## config.mk

```make
export PLATFORM = sky130hd
export DESIGN_NAME = mult_iter_param
export DESIGN_NICKNAME = d
export VERILOG_FILES = /design/src/rtl/mult_pkg.sv /design/src/rtl/mult_sign_fix.sv /design/src/rtl/mult_iter_param.sv
export SDC_FILE = /design/constraint.sdc
export NUM_CORES = 1
export LEC_CHECK = 0
export BUFFER_PORTS_ARGS = -buffer_cell sky130_fd_sc_hd__buf_2
export CAP_MARGIN = 20
export CORE_MARGIN = 2
export CORE_UTILIZATION = 61
export CTS_BUF_LIST = sky130_fd_sc_hd__clkbuf_16
export DETAILED_ROUTE_END_ITERATION = 7
export PLACE_DENSITY = 0.86
export SETUP_SLACK_MARGIN = 0.3
export SLEW_MARGIN = 25
export SYNTH_ARGS = -nofsm -noshare
export SYNTH_HDL_FRONTEND = slang
export SYNTH_SLANG_ARGS = --single-unit
export TNS_END_PERCENT = 100
```

## constraint.sdc

```tcl
create_clock -name clk -period 7.05 [get_ports clk]
set_clock_uncertainty 0.1 [all_clocks]
set_input_delay 0.705 -clock clk [delete_from_list [all_inputs] [get_ports clk]]
set_output_delay 0.705 -clock clk [all_outputs]
set_load 0.05 [all_outputs]
```

## src/rtl/mult_pkg.sv

```systemverilog
// Shared definitions for the iterative shift-add multiplier.
// Latency: n/a (types and constants only).
// Backpressure: n/a.
package mult_pkg;

    localparam int MULT_WIDTH_DEF = 32;

    typedef enum logic [1:0] {
        IDLE = 2'd0,
        RUN  = 2'd1,
        DONE = 2'd2
    } mult_state_e;

endpackage : mult_pkg

```

## src/rtl/mult_sign_fix.sv

```systemverilog
// Conditional two's-complement negation: val_o = neg_i ? -val_i : val_i.
// Latency: combinational, zero cycles.
// Backpressure: none.
// Ports: val_i (W bits) input value, neg_i negate request, val_o (W bits) result.
module mult_sign_fix #(
    parameter int W = 32
) (
    input  logic [W-1:0] val_i,
    input  logic         neg_i,
    output logic [W-1:0] val_o
);

    assign val_o = neg_i ? (~val_i + W'(1)) : val_i;

endmodule : mult_sign_fix

```

## src/rtl/mult_iter_param.sv

```systemverilog
// Iterative radix-2 shift-add multiplier, signed (sign-magnitude) or unsigned.
// Latency: done at T+WIDTH+1 after start at T; with MULT_EARLY_TERM_EN, T+n+1 where
//   n = max(1, bit length of |op_b|). Backpressure: none; start is ignored while busy.
// Ports: clk, resetn (sync active-low); start/signed_mode/op_a/op_b request; abort
//   cancels a run; busy high in RUN; done one-cycle pulse; product held 2*WIDTH result.
// Optional feature macro: MULT_EARLY_TERM_EN (stop once remaining multiplier bits are zero).
module mult_iter_param
    import mult_pkg::*;
#(
    parameter int WIDTH = MULT_WIDTH_DEF
) (
    input  logic                 clk,
    input  logic                 resetn,
    input  logic                 start,
    input  logic                 signed_mode,
    input  logic [WIDTH-1:0]     op_a,
    input  logic [WIDTH-1:0]     op_b,
    input  logic                 abort,
    output logic                 busy,
    output logic                 done,
    output logic [2*WIDTH-1:0]   product
);

    mult_state_e          state_q, state_d;
    logic [2*WIDTH-1:0]   mcand_q, mcand_d;      // multiplicand, shifted left each RUN cycle
    logic [WIDTH-1:0]     mplier_q, mplier_d;    // multiplier, shifted right each RUN cycle
    logic [2*WIDTH-1:0]   acc_q, acc_d;
    logic [2*WIDTH-1:0]   product_q, product_d;
    logic                 neg_q, neg_d;          // result must be negated at the end

    logic [WIDTH-1:0]     abs_a, abs_b;
    logic [2*WIDTH-1:0]   acc_sum;
    logic [2*WIDTH-1:0]   result;
    logic                 last_step;

    // Magnitudes of the operands; -2^(WIDTH-1) maps to 2^(WIDTH-1) as unsigned,
    // so the most negative value needs no special case.
    mult_sign_fix #(.W(WIDTH)) u_abs_a (
        .val_i (op_a),
        .neg_i (signed_mode & op_a[WIDTH-1]),
        .val_o (abs_a)
    );

    mult_sign_fix #(.W(WIDTH)) u_abs_b (
        .val_i (op_b),
        .neg_i (signed_mode & op_b[WIDTH-1]),
        .val_o (abs_b)
    );

    assign acc_sum = acc_q + (mplier_q[0] ? mcand_q : '0);

    // The product register is loaded on the last RUN edge so that it is already
    // valid in the DONE cycle alongside the done pulse.
    mult_sign_fix #(.W(2*WIDTH)) u_res_fix (
        .val_i (acc_sum),
        .neg_i (neg_q),
        .val_o (result)
    );

`ifdef MULT_EARLY_TERM_EN
    // Finish once no set multiplier bit remains above the one consumed this cycle.
    assign last_step = ((mplier_q >> 1) == '0);
`else
    localparam int CW = $clog2(WIDTH + 1);
    logic [CW-1:0] cnt_q, cnt_d;

    assign last_step = (cnt_q == CW'(WIDTH - 1));
    assign cnt_d     = (state_q == RUN) ? cnt_q + CW'(1) : '0;

    always_ff @(posedge clk) begin
        if (!resetn) begin
            cnt_q <= '0;
        end else begin
            cnt_q <= cnt_d;
        end
    end
`endif

    always_comb begin
        state_d   = state_q;
        mcand_d   = mcand_q;
        mplier_d  = mplier_q;
        acc_d     = acc_q;
        product_d = product_q;
        neg_d     = neg_q;
        case (state_q)
            IDLE, DONE: begin
                if (start) begin
                    state_d  = RUN;
                    mcand_d  = {{WIDTH{1'b0}}, abs_a};
                    mplier_d = abs_b;
                    acc_d    = '0;
                    neg_d    = signed_mode & (op_a[WIDTH-1] ^ op_b[WIDTH-1]);
                end else begin
                    state_d  = IDLE;
                end
            end
            RUN: begin
                if (abort) begin
                    state_d = IDLE;
                end else begin
                    acc_d    = acc_sum;
                    mcand_d  = mcand_q << 1;
                    mplier_d = mplier_q >> 1;
                    if (last_step) begin
                        state_d   = DONE;
                        product_d = result;
                    end
                end
            end
            default: state_d = IDLE;
        endcase
    end

    always_ff @(posedge clk) begin
        if (!resetn) begin
            state_q   <= IDLE;
            mcand_q   <= '0;
            mplier_q  <= '0;
            acc_q     <= '0;
            product_q <= '0;
            neg_q     <= 1'b0;
        end else begin
            state_q   <= state_d;
            mcand_q   <= mcand_d;
            mplier_q  <= mplier_d;
            acc_q     <= acc_d;
            product_q <= product_d;
            neg_q     <= neg_d;
        end
    end

    assign busy    = (state_q == RUN);
    assign done    = (state_q == DONE);
    assign product = product_q;

endmodule : mult_iter_param

```

Yosys cells after proc, flatten, opt, wreduce, memory -nomap -nowiden
Cells that the tools add are included.
- register bits: 233
- output and inout bits: 66
- word-level logic and storage cells: 50
- add/subtract/negate cells: 5
- equality and inequality tests: 6
- mux-type cells: 17
- bitwise operators: 8
- reductions and logical operators: 7
- operator list (operator ; number):
    two-way mux 64 bit ; 6
    one-hot mux 64 bit (2 select lines) ; 2
    two-way mux 32 bit ; 4
    adder 32 x 1 -> 32 bit (second input constant) ; 2
    adder 64 x 1 -> 64 bit (second input constant) ; 1
    adder 64 bit ; 1
    inverter 32 bit ; 2
    inverter 64 bit ; 1
    one-hot mux 32 bit (2 select lines) ; 1
    adder 6 x 1 -> 6 bit (second input constant) ; 1
    equality test 6 x 5 -> 1 bit (second input constant) ; 1
    AND reduction 3 bit ; 2
    two-way mux 2 bit ; 2
    != test 2 bit (second input constant) ; 2
    one-hot mux 2 bit (2 select lines) ; 1
    AND reduction 2 bit ; 2
    AND 1 bit ; 3
    != test 3 x 2 -> 1 bit (second input constant) ; 1
    equality test 2 x 1 -> 1 bit (second input constant) ; 1
    equality test 2 bit (second input constant) ; 1
    zero test 2 bit ; 1
    nonzero test 2 bit ; 1
    OR reduction 2 bit ; 1
    two-way mux 1 bit ; 1
    2 further kinds ; 2

Longest topological paths before layout
Gate-level depths: netlist (run 1).
- depth in word-level cells: 5
- gate-level depth with buffers: 19
- gate-level depth less buffers: 16

Hierarchy
Synthesis (run 1) repeated with hierarchy kept, for this count alone.
- cells, all modules: 1982
- area total of the unflattened synthesis: 15642.5 um2
- by module, submodules not included (module ; times used ; cells each ; area each (um2)):
    mult_iter_param ; 1 ; 1578 ; 12439.4
    mult_sign_fix at u_res_fix ; 1 ; 206 ; 1649.1
    mult_sign_fix at u_abs_a ... ; 2 ; 99 ; 777.0

Worst setup path after synthesis (run 1)
No wires, ideal clock.
- path type: register -> register
- from: register mplier_q[0]
- to: register product_q[60], in the netlist product[60]
- setup time: 0.132 ns
- arrival: 4.767 ns
- slack: 2.051 ns
- cell stages (with the launch flop): 20
- path buffers: 3
- period minus slack after synthesis: 4.999 ns
- cells stage by stage: dfxtp_1 > clkbuf_1 > clkbuf_1 > and2_1 > ha_1 > inv_1 > fa_1 > nand2b_2 > a211oi_2 > nor2_4 > o21ai_1 > xor2_1 > or3_1 > or4b_1 > buf_2 > or3_4 > or4_4 > o41ai_2 > xnor2_1 > a21oi_1
- cells in the longest elaborated chain, start to end: 5
- ends and longest elaborated chain (element ; line ; text):
    from (decl) ; mult_iter_param.sv:26 ; logic [WIDTH-1:0] mplier_q, mplier_d;
    from (signal assigned) ; mult_iter_param.sv:126 ; mplier_q <= mplier_d;
    two-way mux 64 bit * ; mult_iter_param.sv:50 ; assign acc_sum = acc_q + (mplier_q[0] ? mcand_q : '0);
    adder 64 bit * ; mult_iter_param.sv:50 ;
    inverter 64 bit ; mult_sign_fix.sv:13 ; assign val_o = neg_i ? (~val_i + W'(1)) : val_i;
    adder 64 x 1 -> 64 bit ; mult_sign_fix.sv:13 ;
    two-way mux 64 bit * ; mult_sign_fix.sv:13 ;
    to (signal assigned) ; mult_iter_param.sv:128 ; product_q <= product_d;
    to (decl) ; mult_iter_param.sv:28 ; logic [2*WIDTH-1:0] product_q, product_d;
Mark *: on every way between the ends. The rest lies on a longest branch, timed or not.
A chain may end at the register's enable or synchronous reset.

Worst setup path in the final report (run 1)
- from: register mplier_q[0]
- to: register product_q[63], in the netlist product[63]
Same word-level chain as after synthesis.

==> flow_summary.json, run 1 <==
{
  "gp_congestion": 1.01,
  "end_kind": "flip-flop",
  "die_y_um": 165,
  "diodes": 0,
  "crit_chain": "buf_4 -> and2_1 -> ha_1 -> a21oi_1 -> o21ai_0 -> a21oi_1 -> nor2_1 -> nor4_1 -> nor3_1 -> a2111o_1 -> nor4_1 -> nand3_1 -> o41ai_1 -> xnor2_1 -> a21oi_1",
  "setup_tns_ns": 0,
  "yosysWarnings": 0,
  "internal_power_mw": 2.26,
  "cts_tree": "done",
  "relSlewSlack_pct": 38.3,
  "grt_max_degree": 113,
  "pwr-share-comb_pct": 14.7,
  "synth-async-reset-ratio_pct": 0,
  "clk_latency_ns": 0.55,
  "switching_share_pct": 28.7,
  "path_max_fanout": 49,
  "core_um2": 25800,
  "routedWlPerCell_um": 19.2,
  "layout_setup_ws_ns": 1.40,
  "cap_violations": 0,
  "rsz0062_at_grt": "false",
  "cp_data_arrival_time_ns": 5.94,
  "path_class": "reg2reg",
  "ioPinCount": 135,
  "cpMostUsedCell": "a21oi_1",
  "worstMarginPinSlew_ns": 0.920,
  "setup_viol": 0,
  "via_per_inst": 6.39,
  "post-route-cell-area_um2": 17500,
  "num_rows": 59,
  "ys_seq_area_share_pct": 29.3,
  "path_clk_slew_ns": 0.06,
  "min_path_type": "reg2reg",
  "p_clk_share_pct": 41.6,
  "post-dp-hpwl_um": 34100,
  "crit_required_ns": 7.34,
  "final.min_clock_period_ns": 5.65,
  "p_seq_share_pct": 43.7,
  "synthCells": 2053,
  "place_area_um2": 16600,
  "max_stage_delay_ns": 0.62,
  "status": "completed",
  "syn_area_um2": 15900,
  "pre_cts_slack_ns": 1.60,
  "peakVddDrop_mv": 0.223,
  "cp_slowest_cell": "nor4_1",
  "finalHoldViolCount": 0,
  "worstSetupStartpointType": "flip-flop",
  "mostFrequentLayoutCells": "294 x a21oi_1, 232 x dfxtp_1, 166 x nand2_1",
  "post-route-drc-count": 0,
  "antenna_found_initial": 0,
  "dieWidth_um": 165,
  "drt-initial-drc-count": 1233,
  "vias": 15700,
  "grt_pass1_wl_um": 74700,
  "numPortBuffers": 134,
  "postRouteAntennaNets": 0,
  "path_delay_family": "simple AND/OR/NAND/NOR gates",
  "nets": 2233,
  "p_leak_nw": 7.29,
  "ctsLongestPathBuffers": 3,
  "synth_edf_count": 0,
  "root_buffer": "clkbuf_16",
  "grt_pass1_vias": 14700,
  "power.density_nw_per_um2": 181,
  "synth_flop_cell": "dfxtp_1",
  "nFillCells": 2282,
  "path_buf_inv": 1,
  "fin_hold_ws_ns": 0.365,
  "totalWireLength_um": 47000,
  "timing.fmax_ghz": 0.177,
  "cts-resized-gates": 0,
  "cts_max_level": 1,
  "cts_setup_buffers": 0,
  "synth.net_count": 2190,
  "total_power_mw": 3.16,
  "cts.sinks": 233,
  "area_delta_synth_final_pct": 9.83,
  "cts_hold_buffers": 0,
  "firstDrtPassIters": 5,
  "final_common_cell": "a21oi_1",
  "p_sw_mw": 0.907,
  "syn_area_per_cell_um2": 7.75,
  "period_share_pct": 80.2,
  "die_area_um2": 27400,
  "track_usage_pct": 33.5,
  "cts_made_buffers": 26,
  "initial_core_util_pct": 61.6,
  "slew_violations": 0,
  "layout-drive-gt1-share_pct": 11.3,
  "grt-ovfl-total": 0,
  "synth_cell_type_count": 91,
  "synth_seq_cells": 233
}
-- power by group through the flow --
| stage | Clock, mW | Combinational (mW) | Sequential, mW |
|---|---|---|---|
| floorplan | 0 | 0.320 | 1.40 |
| global placement | 0 | 0.437 | 1.41 |
| detailed placement | 0 | 0.447 | 1.41 |
| CTS | 1.33 | 0.452 | 1.38 |
| global route | 1.37 | 0.502 | 1.38 |
| finish | 1.32 | 0.465 | 1.38 |
-- cells in the mapped netlist (all sizes together), types with 3 or more instances --
library cell	count	share of area (%)
o211ai	14	0.66
and2	89	3.5
o21bai	4	0.19
dfxtp	233	29
a21o	26	1.2
nor4	16	0.63
or3	31	1.3
ha	67	5.3
nor3b	4	0.19
mux2i	3	0.19
a211oi	58	2.8
o31ai	30	1.4
nand3	34	1.1
a21oi	300	9.6
nor3	33	1.0
o211a	8	0.50
and4	3	0.17
o21a	20	0.95
a22o	71	3.9
and3	8	0.31
or4	6	0.31
a21boi	10	0.50
nor2b	66	2.6
a221oi	5	0.28
or4b	3	0.19
o2111ai	3	0.17
a22oi	5	0.27
nor2	148	3.6
xor2	89	5.0
xnor2	76	4.2
a311oi	13	0.72
inv	28	0.66
o41ai	12	0.75
buf	11	0.36
a31oi	15	0.59
o21ai	135	4.3
nand4	33	1.3
or2	10	0.39
clkbuf	118	2.8
nand2	166	3.9
a221o	4	0.25
nand2b	13	0.53
-- cell families (layout without fill, tap and decap cells) --
| group | Yosys count | after routing | share of synthesized area (%) |
|---|---|---|---|
| flip-flops | 233 | 233 | 29.3 |
| XOR/XNOR | 165 | 165 | 9.18 |
| adder cells (fa/ha/maj) | 68 | 68 | 5.40 |
| AND/OR/NAND/NOR | 673 | 673 | 21.6 |
| AO/OA/AOI/OAI | 754 | 754 | 30.5 |
| buffers and inverters | 157 | 219 | 3.81 |
| multiplexers | 3 | 3 | 0.189 |
-- routing by layer --
metal	track usage [%]	vias up	share of wire (%)
li1	-	7583	-
met1	43.6	7425	43
met2	57.5	538	48
met3	4.02	104	6.4
met4	11.1	0	3.2
met5	0	-	0
-- stage by stage --
stage	std cells	util, %
global route	2450	67.6
finish	2450	67.6
floorplan	2053	-
detailed placement	2401	64.2
CTS	2448	67.4
global placement	2401	64.2
-- final timing paths --
check	from	endpoint	slack, ns	cells past startpoint
worst min-delay path	acc_q[55]$_SDFFE_PN0P_	acc_q[55]$_SDFFE_PN0P_	0.37	2
worst min register to register	acc_q[55]$_SDFFE_PN0P_	acc_q[55]$_SDFFE_PN0P_	0.37	2
worst max register to register	mplier_q[0]$_SDFFE_PN0P_	product[63]$_SDFFE_PN0P_	1.40	15
worst max-delay path	mplier_q[0]$_SDFFE_PN0P_	product[63]$_SDFFE_PN0P_	1.40	15
-- tightest hold or removal path, stage by stage, from the launching register on --
cell and delay, ns:
dfxtp_1 0.33, nand2_1 0.05, o21ai_0 0.06
-- layout make-up --
cell class                 count  area [µm²]  share of cell area [%]
clock buffer                  26         651                    3.72
clock inverter                21         161                   0.924
inverter                      28         105                   0.602
multi-input combinational   1663       10700                    61.1
sequential                   233        4670                    26.7
tap                          335         419                    2.40
timing repair buffer         144         792                    4.53
-- state kept, by name, indices dropped and copies added, names as in the netlist --
| register | flops |
|---|---|
| cnt_q | 6 |
| neg_q | 1 |
| product | 64 |
| acc_q | 64 |
| mcand_q | 64 |
| state_q | 2 |
| mplier_q | 32 |
(Power assumes the default switching activity.)
==> run 2: changes to the inputs <==
--- a/config.mk
+++ b/config.mk
@@ -5,13 +5,14 @@
 export SDC_FILE = /design/constraint.sdc
 export NUM_CORES = 1
 export LEC_CHECK = 0
+export ABC_AREA = 1
 export BUFFER_PORTS_ARGS = -buffer_cell sky130_fd_sc_hd__buf_2
 export CAP_MARGIN = 20
 export CORE_MARGIN = 2
-export CORE_UTILIZATION = 61
+export CORE_UTILIZATION = 56
 export CTS_BUF_LIST = sky130_fd_sc_hd__clkbuf_16
 export DETAILED_ROUTE_END_ITERATION = 7
-export PLACE_DENSITY = 0.86
+export PLACE_DENSITY = 0.83
 export SETUP_SLACK_MARGIN = 0.3
 export SLEW_MARGIN = 25
 export SYNTH_ARGS = -nofsm -noshare
==> constraint.sdc (replaced) <==
create_clock -name clk -period 5.1 [get_ports clk]
set_clock_uncertainty 0.1 [all_clocks]
set_input_delay 0.51 -clock clk [delete_from_list [all_inputs] [get_ports clk]]
set_output_delay 0.51 -clock clk [all_outputs]
set_load 0.05 [all_outputs]
==> run 2 against run 1 <==
  * Die area is 24% higher
  * Clock power is 52% higher
  * Non-clock buffer count is 5 higher
  * Power is 45% higher
  * Synthesized area is 14% higher
  * Cell count is 51% higher
  * Utilization is 4.6 points lower
  * Via count is 31% higher
  * Global-route usage is 3.3 points higher
  * Sequential power is 38% higher
  * Synthesized cell count is 55% higher
  * Design area is 14% higher
  * Largest cell class unchanged
==> flow_summary.json, run 2 <==
{
  "setup_tns_ns": 0,
  "synth_area_leaders": "dfxtp_1 26%, nand2_1 23%, inv_1 12%, o21ai_0 7.2%, nor2_1 6.4%",
  "end_kind": "flip-flop",
  "post-dp-hpwl_um": 49400,
  "mostFrequentLayoutCells": "1106 x nand2_1, 571 x inv_1, 310 x nor2_1",
  "rr_startpoint": "mplier_q[0]$_SDFFE_PN0P_",
  "ys_seq_area_share_pct": 25.7,
  "firstDrtPassIters": 6,
  "fin_hold_ws_ns": 0.103,
  "yosys.area_share.simple_pct": 38.4,
  "track_usage_pct": 36.8,
  "p_seq_share_pct": 41.7,
  "max_stage_delay_ns": 0.59,
  "initial_core_util_pct": 57.2,
  "ctsLongestPathBuffers": 3,
  "yosysWarnings": 0,
  "syn_area_um2": 18100,
  "diodes": 0,
  "synth.net_count": 3320,
  "crit_required_ns": 5.48,
  "nets": 3409,
  "synth_edf_count": 0,
  "synth_top_family_by_area": "simple AND/OR/NAND/NOR gates",
  "path_buf_inv": 3,
  "synth_compound_area_share_pct": 14.7,
  "crit_chain": "buf_4 -> nand2_1 -> inv_1 -> ha_1 -> nand2_1 -> nor2_1 -> nand2_1 -> nor2_1 -> nand2_1 -> nand2_1 -> nand2_1 -> nand2_1 -> nand2_1 -> nor2_1 -> nand4_1 -> o21ai_2 -> a21oi_1 -> o21ai_0 -> nand2_1 -> inv_1",
  "place_area_um2": 19100,
  "cts_made_buffers": 26,
  "layout-drive-gt1-share_pct": 8.20,
  "root_buffer": "clkbuf_16",
  "numPortBuffers": 134,
  "dieWidth_um": 184,
  "num_rows": 65,
  "synth_top_area_share_pct": 25.7,
  "synth_seq_cells": 233,
  "nFillCells": 3125,
  "power.density_nw_per_um2": 229,
  "totalWireLength_um": 62700,
  "post-route-drc-count": 0,
  "ff2ff_path_depth": 20,
  "pwr-share-comb_pct": 14.7,
  "finalHoldViolCount": 0,
  "grt-ovfl-total": 0,
  "syn_area_per_cell_um2": 5.70,
  "status": "completed",
  "path_class": "reg2reg",
  "timing.fmax_ghz": 0.235,
  "cts_tree": "done",
  "cp_data_arrival_time_ns": 4.64,
  "core_um2": 31700,
  "post-route-cell-area_um2": 20000,
  "grt_max_degree": 89,
  "p_sw_mw": 1.31,
  "cp_slowest_cell": "dfxtp_2",
  "grt_pass1_vias": 19000,
  "path_clk_slew_ns": 0.06,
  "cts_hold_buffers": 0,
  "die_area_um2": 33900,
  "cap_violations": 0,
  "switching_share_pct": 28.5,
  "cts-resized-gates": 0,
  "path_delay_family": "simple AND/OR/NAND/NOR gates",
  "final_common_cell": "nand2_1",
  "fin_util_pct": 63.0,
  "clk_latency_ns": 0.55,
  "period_share_pct": 83.5,
  "postRouteAntennaNets": 0,
  "via_per_inst": 5.54,
  "routedWlPerCell_um": 17.0,
  "cts_setup_buffers": 0,
  "rsz0062_at_grt": "false",
  "synth_top_cells_by_count": "1107 x nand2_1, 567 x inv_1, 311 x nor2_1",
  "p_clk_share_pct": 43.7,
  "min-delay-start": "op_a[0]",
  "grt_pass1_wl_um": 98500,
  "peakVddDrop_mv": 0.279,
  "seq_area_um2": 4670,
  "min_path_type": "in2reg",
  "area_delta_synth_final_pct": 10.1,
  "ioPinCount": 135,
  "cts_max_level": 1,
  "ff2ff_setup_slack_ns": 0.84,
  "synth_xor_area_share_pct": 2.46,
  "yosys.area.top_type": "dfxtp_1",
  "cts.sinks": 233,
  "synth_flop_cell": "dfxtp_1",
  "synth-async-reset-ratio_pct": 0,
  "relSlewSlack_pct": 40.4,
  "synth_cell_type_count": 56,
  "antenna_found_initial": 0,
  "setup_viol": 0,
  "slew_violations": 0,
  "worstSetupStartpointType": "flip-flop",
  "worstHoldPathCells": 2,
  "multiInputGateArea_um2": 11000,
  "die_y_um": 184,
  "path_max_fanout": 23,
  "p_leak_nw": 11.0,
  "yosys.area_share.adder_pct": 4.73,
  "cpMostUsedCell": "nand2_1",
  "vias": 20500,
  "final.min_clock_period_ns": 4.26,
  "synth_most_common_cell": "nand2_1",
  "synthCells": 3183,
  "timing.rr.end": "product[36]$_SDFFE_PN0P_",
  "worstMarginPinSlew_ns": 0.894,
  "drt-initial-drc-count": 2239,
  "internal_power_mw": 3.28,
  "muxShareOfSynthArea_pct": 0,
  "gp_congestion": 1.00,
  "hold_end": "mcand_q[0]$_SDFFE_PN0P_"
}
==> run 2: cell count changes after synthesis, sizes merged, moves of 66 or more <==
cell | previous run | this run
nand3 | 34 | 134
a21oi | 300 | 117
a22o | 71 | 1
inv | 28 | 573
nor2 | 148 | 331
xor2 | 89 | 20
nor2b | 66 | 0
o21ai | 135 | 268
and2 | 89 | 2
nand2 | 166 | 1136
==> run 2: cell families after synthesis <==
| logic type | Yosys count |
|---|---|
| AND/OR/NAND/NOR | 1689 |
| buffers and inverters | 661 |
| AO/OA/AOI/OAI | 481 |
| flip-flops | 233 |
| adder cells (fa/ha/maj) | 68 |
| XOR/XNOR | 51 |
==> run 2: power groups by stage <==
stage                     combinational, mW  sequential, mW  clock, mW
after global placement                0.634            1.95          0
after global routing                  0.732            1.92       2.08
after detailed placement              0.649            1.95          0
final                                 0.672            1.91       2.00
after floorplan                       0.458            1.93          0
after CTS                             0.654            1.91       2.00
==> run 2: area by class of cell <==
type | instances | share of cell area (%)
Clock buffer | 27 | 3.38
Sequential cell | 233 | 23.4
Clock inverter | 20 | 1.10
Inverter | 573 | 10.8
Timing Repair Buffer | 149 | 4.05
Multi-Input combinational cell | 2289 | 54.8
Tap cell | 402 | 2.52
==> run 2: worst max-delay path by stage <==
stage	cells past startpoint	from	end
CTS	24	mplier_q[0]$_SDFFE_PN0P_	product[42]$_SDFFE_PN0P_
global route	24	mplier_q[0]$_SDFFE_PN0P_	product[42]$_SDFFE_PN0P_
detailed placement	20	mplier_q[0]$_SDFFE_PN0P_	product[36]$_SDFFE_PN0P_
global placement	24	mplier_q[0]$_SDFFE_PN0P_	product[42]$_SDFFE_PN0P_
finish	20	mplier_q[0]$_SDFFE_PN0P_	product[36]$_SDFFE_PN0P_
floorplan	25	mplier_q[0]$_SDFFE_PN0P_	product[58]$_SDFFE_PN0P_
==> run 2: through the flow <==
step                      instances  setup WS, ns  total power [mW]
after floorplan                3183          1.52              2.39
after global placement         3646          1.14              2.58
after detailed placement       3646          1.07              2.60
after CTS                      3693          1.04              4.56
after global routing           3693         0.554              4.73
final                          3693         0.841              4.59
==> run 2: per-layer routing <==
layer	wire length, µm	share of wire [%]	up-vias	GRT usage (%)
li1	-	-	10100	-
met1	27300	43	9327	51.2
met2	26700	43	940	57.8
met3	7090	11	107	7.27
met4	1690	2.7	0	10.5
met5	0	0	-	0
==> run 3: changes to the inputs <==
--- a/config.mk
+++ b/config.mk
@@ -9,10 +9,10 @@
 export BUFFER_PORTS_ARGS = -buffer_cell sky130_fd_sc_hd__buf_2
 export CAP_MARGIN = 20
 export CORE_MARGIN = 2
-export CORE_UTILIZATION = 56
+export CORE_UTILIZATION = 62
 export CTS_BUF_LIST = sky130_fd_sc_hd__clkbuf_16
 export DETAILED_ROUTE_END_ITERATION = 7
-export PLACE_DENSITY = 0.83
+export PLACE_DENSITY = 0.87
 export SETUP_SLACK_MARGIN = 0.3
 export SLEW_MARGIN = 25
 export SYNTH_ARGS = -nofsm -noshare
==> constraint.sdc (replaced) <==
create_clock -name clk -period 4 [get_ports clk]
set_clock_uncertainty 0.1 [all_clocks]
set_input_delay 0.4 -clock clk [delete_from_list [all_inputs] [get_ports clk]]
set_output_delay 0.4 -clock clk [all_outputs]
set_load 0.05 [all_outputs]
==> run 3 against run 2 <==
  * First-iteration DRC count increased by 9.5%
  * Non-clock buffer count is 34 higher
  * Clock power grew 25%
==> flow_summary.json, run 3 (synthesized netlist as in run 2, its figures left out) <==
{
  "grt_pass1_wl_um": 97400,
  "antenna_found_initial": 0,
  "setup_tns_ns": 0,
  "ctsLongestPathBuffers": 3,
  "p_leak_nw": 11.2,
  "finalHoldViolCount": 0,
  "gp_congestion": 1.07,
  "num_rows": 62,
  "switching_share_pct": 30.1,
  "p_seq_share_pct": 41.6,
  "final.min_clock_period_ns": 3.59,
  "layout-drive-gt1-share_pct": 15.7,
  "vias": 21100,
  "power.density_nw_per_um2": 280,
  "worstSetupStartpointType": "flip-flop",
  "core_um2": 28800,
  "grt-ovfl-total": 0,
  "slew_violations": 0,
  "path_class": "reg2reg",
  "grt_max_degree": 89,
  "end_kind": "flip-flop",
  "peakVddDrop_mv": 0.317,
  "cts_max_level": 1,
  "post-route-drc-count": 0,
  "p_sw_mw": 1.77,
  "cts_made_buffers": 27,
  "mostFrequentLayoutCells": "1025 x nand2_1, 555 x inv_1, 257 x o21ai_0",
  "crit_required_ns": 4.35,
  "cap_violations": 0,
  "die_y_um": 175,
  "grt_pass1_vias": 18800,
  "period_share_pct": 89.8,
  "post-dp-hpwl_um": 49000,
  "firstDrtPassIters": 6,
  "initial_core_util_pct": 63.1,
  "diodes": 0,
  "path_clk_slew_ns": 0.06,
  "root_buffer": "clkbuf_16",
  "cts_tree": "done",
  "p_clk_share_pct": 42.2,
  "status": "completed",
  "cp_data_arrival_time_ns": 3.94,
  "via_per_inst": 5.67,
  "numPortBuffers": 134,
  "internal_power_mw": 4.13,
  "path_max_fanout": 7,
  "worstMarginPinSlew_ns": 0.855,
  "clk_latency_ns": 0.56,
  "die_area_um2": 30700,
  "cts.sinks": 233,
  "total_power_mw": 5.90,
  "area_delta_synth_final_pct": 16.1,
  "dieWidth_um": 175,
  "pwr-share-comb_pct": 16.2,
  "setup_viol": 0,
  "drt-initial-drc-count": 2451,
  "track_usage_pct": 40.0,
  "final_common_cell": "nand2_1",
  "rsz0062_at_grt": "true",
  "min_path_type": "in2reg",
  "timing.fmax_ghz": 0.278,
  "nets": 3444,
  "postRouteAntennaNets": 0,
  "ioPinCount": 135,
  "routedWlPerCell_um": 17.3,
  "totalWireLength_um": 64300,
  "relSlewSlack_pct": 43.0
}
==> run 3: cell type report <==
class / count / area [µm²]
multi-input cells: 2289 / 11800
fillers: 2523 / 7710
flip-flops and latches: 233 / 4670
inverters: 573 / 2150
repair buffers: 183 / 1080
clock buffers: 27 / 676
well taps: 384 / 480
clock inverters: 22 / 186
==> run 3: routing by layer <==
| metal | vias to the layer above | share of wire [%] | GRT usage, % |
|---|---|---|---|
| met1 | 9540 | 41 | 53.9 |
| met5 | - | 0 | 0 |
| li1 | 10200 | - | - |
| met4 | 0 | 3.4 | 12.7 |
| met3 | 166 | 13 | 10.6 |
| met2 | 1159 | 43 | 62.2 |
==> run 3: metrics by stage <==
stage	std cells	hold WS (ns)	worst slack, ns	utilization [%]	instance area [µm²]
floorplan	3183	0.318	0.419	-	18100
global placement	3641	0.331	0.0839	66.6	19200
detailed placement	3641	0.340	0.0341	66.6	19200
CTS	3693	0.0468	0.275	69.8	20100
global route	3711	0.0485	0.259	73.2	21100
finish	3711	0.0529	0.407	73.2	21100
==> run 3: critical path: stages (launching register included) <==
cell     delay, ns
dfxtp_4       0.41
buf_4         0.17
nand2_1       0.07
inv_2         0.11
ha_1          0.31
nand2_2       0.14
inv_1         0.05
nand2_1       0.05
nand2_1       0.10
a21oi_1       0.20
nand2_1       0.16
nand2_1       0.14
nand2_4       0.10
nor2_2        0.17
nand2_1       0.09
nor2_2        0.15
nand3_1       0.20
o21ai_1       0.27
nand2_1       0.14
a21oi_1       0.14
o21ai_1       0.09
nand2_1       0.07
inv_1         0.04
==> run 3: worst paths after layout <==
check	start	end	slack, ns	cells after the start
min reg2reg	cnt_q[0]$_SDFF_PN0_	cnt_q[0]$_SDFF_PN0_	0.36	1
min	op_a[31]	mcand_q[31]$_SDFFE_PN0P_	0.05	2
max	mplier_q[0]$_SDFFE_PN0P_	product[39]$_SDFFE_PN0P_	0.41	22
max reg2reg	mplier_q[0]$_SDFFE_PN0P_	product[39]$_SDFFE_PN0P_	0.41	22
==> run 3: power groups by stage <==
stage | Sequential [mW] | Combinational [mW] | Clock, mW
6_report | 2.45 | 0.956 | 2.49
3_5_place_dp | 2.50 | 0.826 | 0
2_1_floorplan | 2.46 | 0.584 | 0
4_1_cts | 2.45 | 0.850 | 2.48
5_1_grt | 2.46 | 1.04 | 2.58
3_3_place_gp | 2.50 | 0.806 | 0
==> run 3: timing repair <==
action,4_1_cts,5_1_grt
cloned,0,0
endpoints found under the setup margin,34,44
endpoints found under the hold margin,1,0
hold buffers,1,0
pin swaps,2,40
buffers inserted,2,18
gates resized for setup,11,261
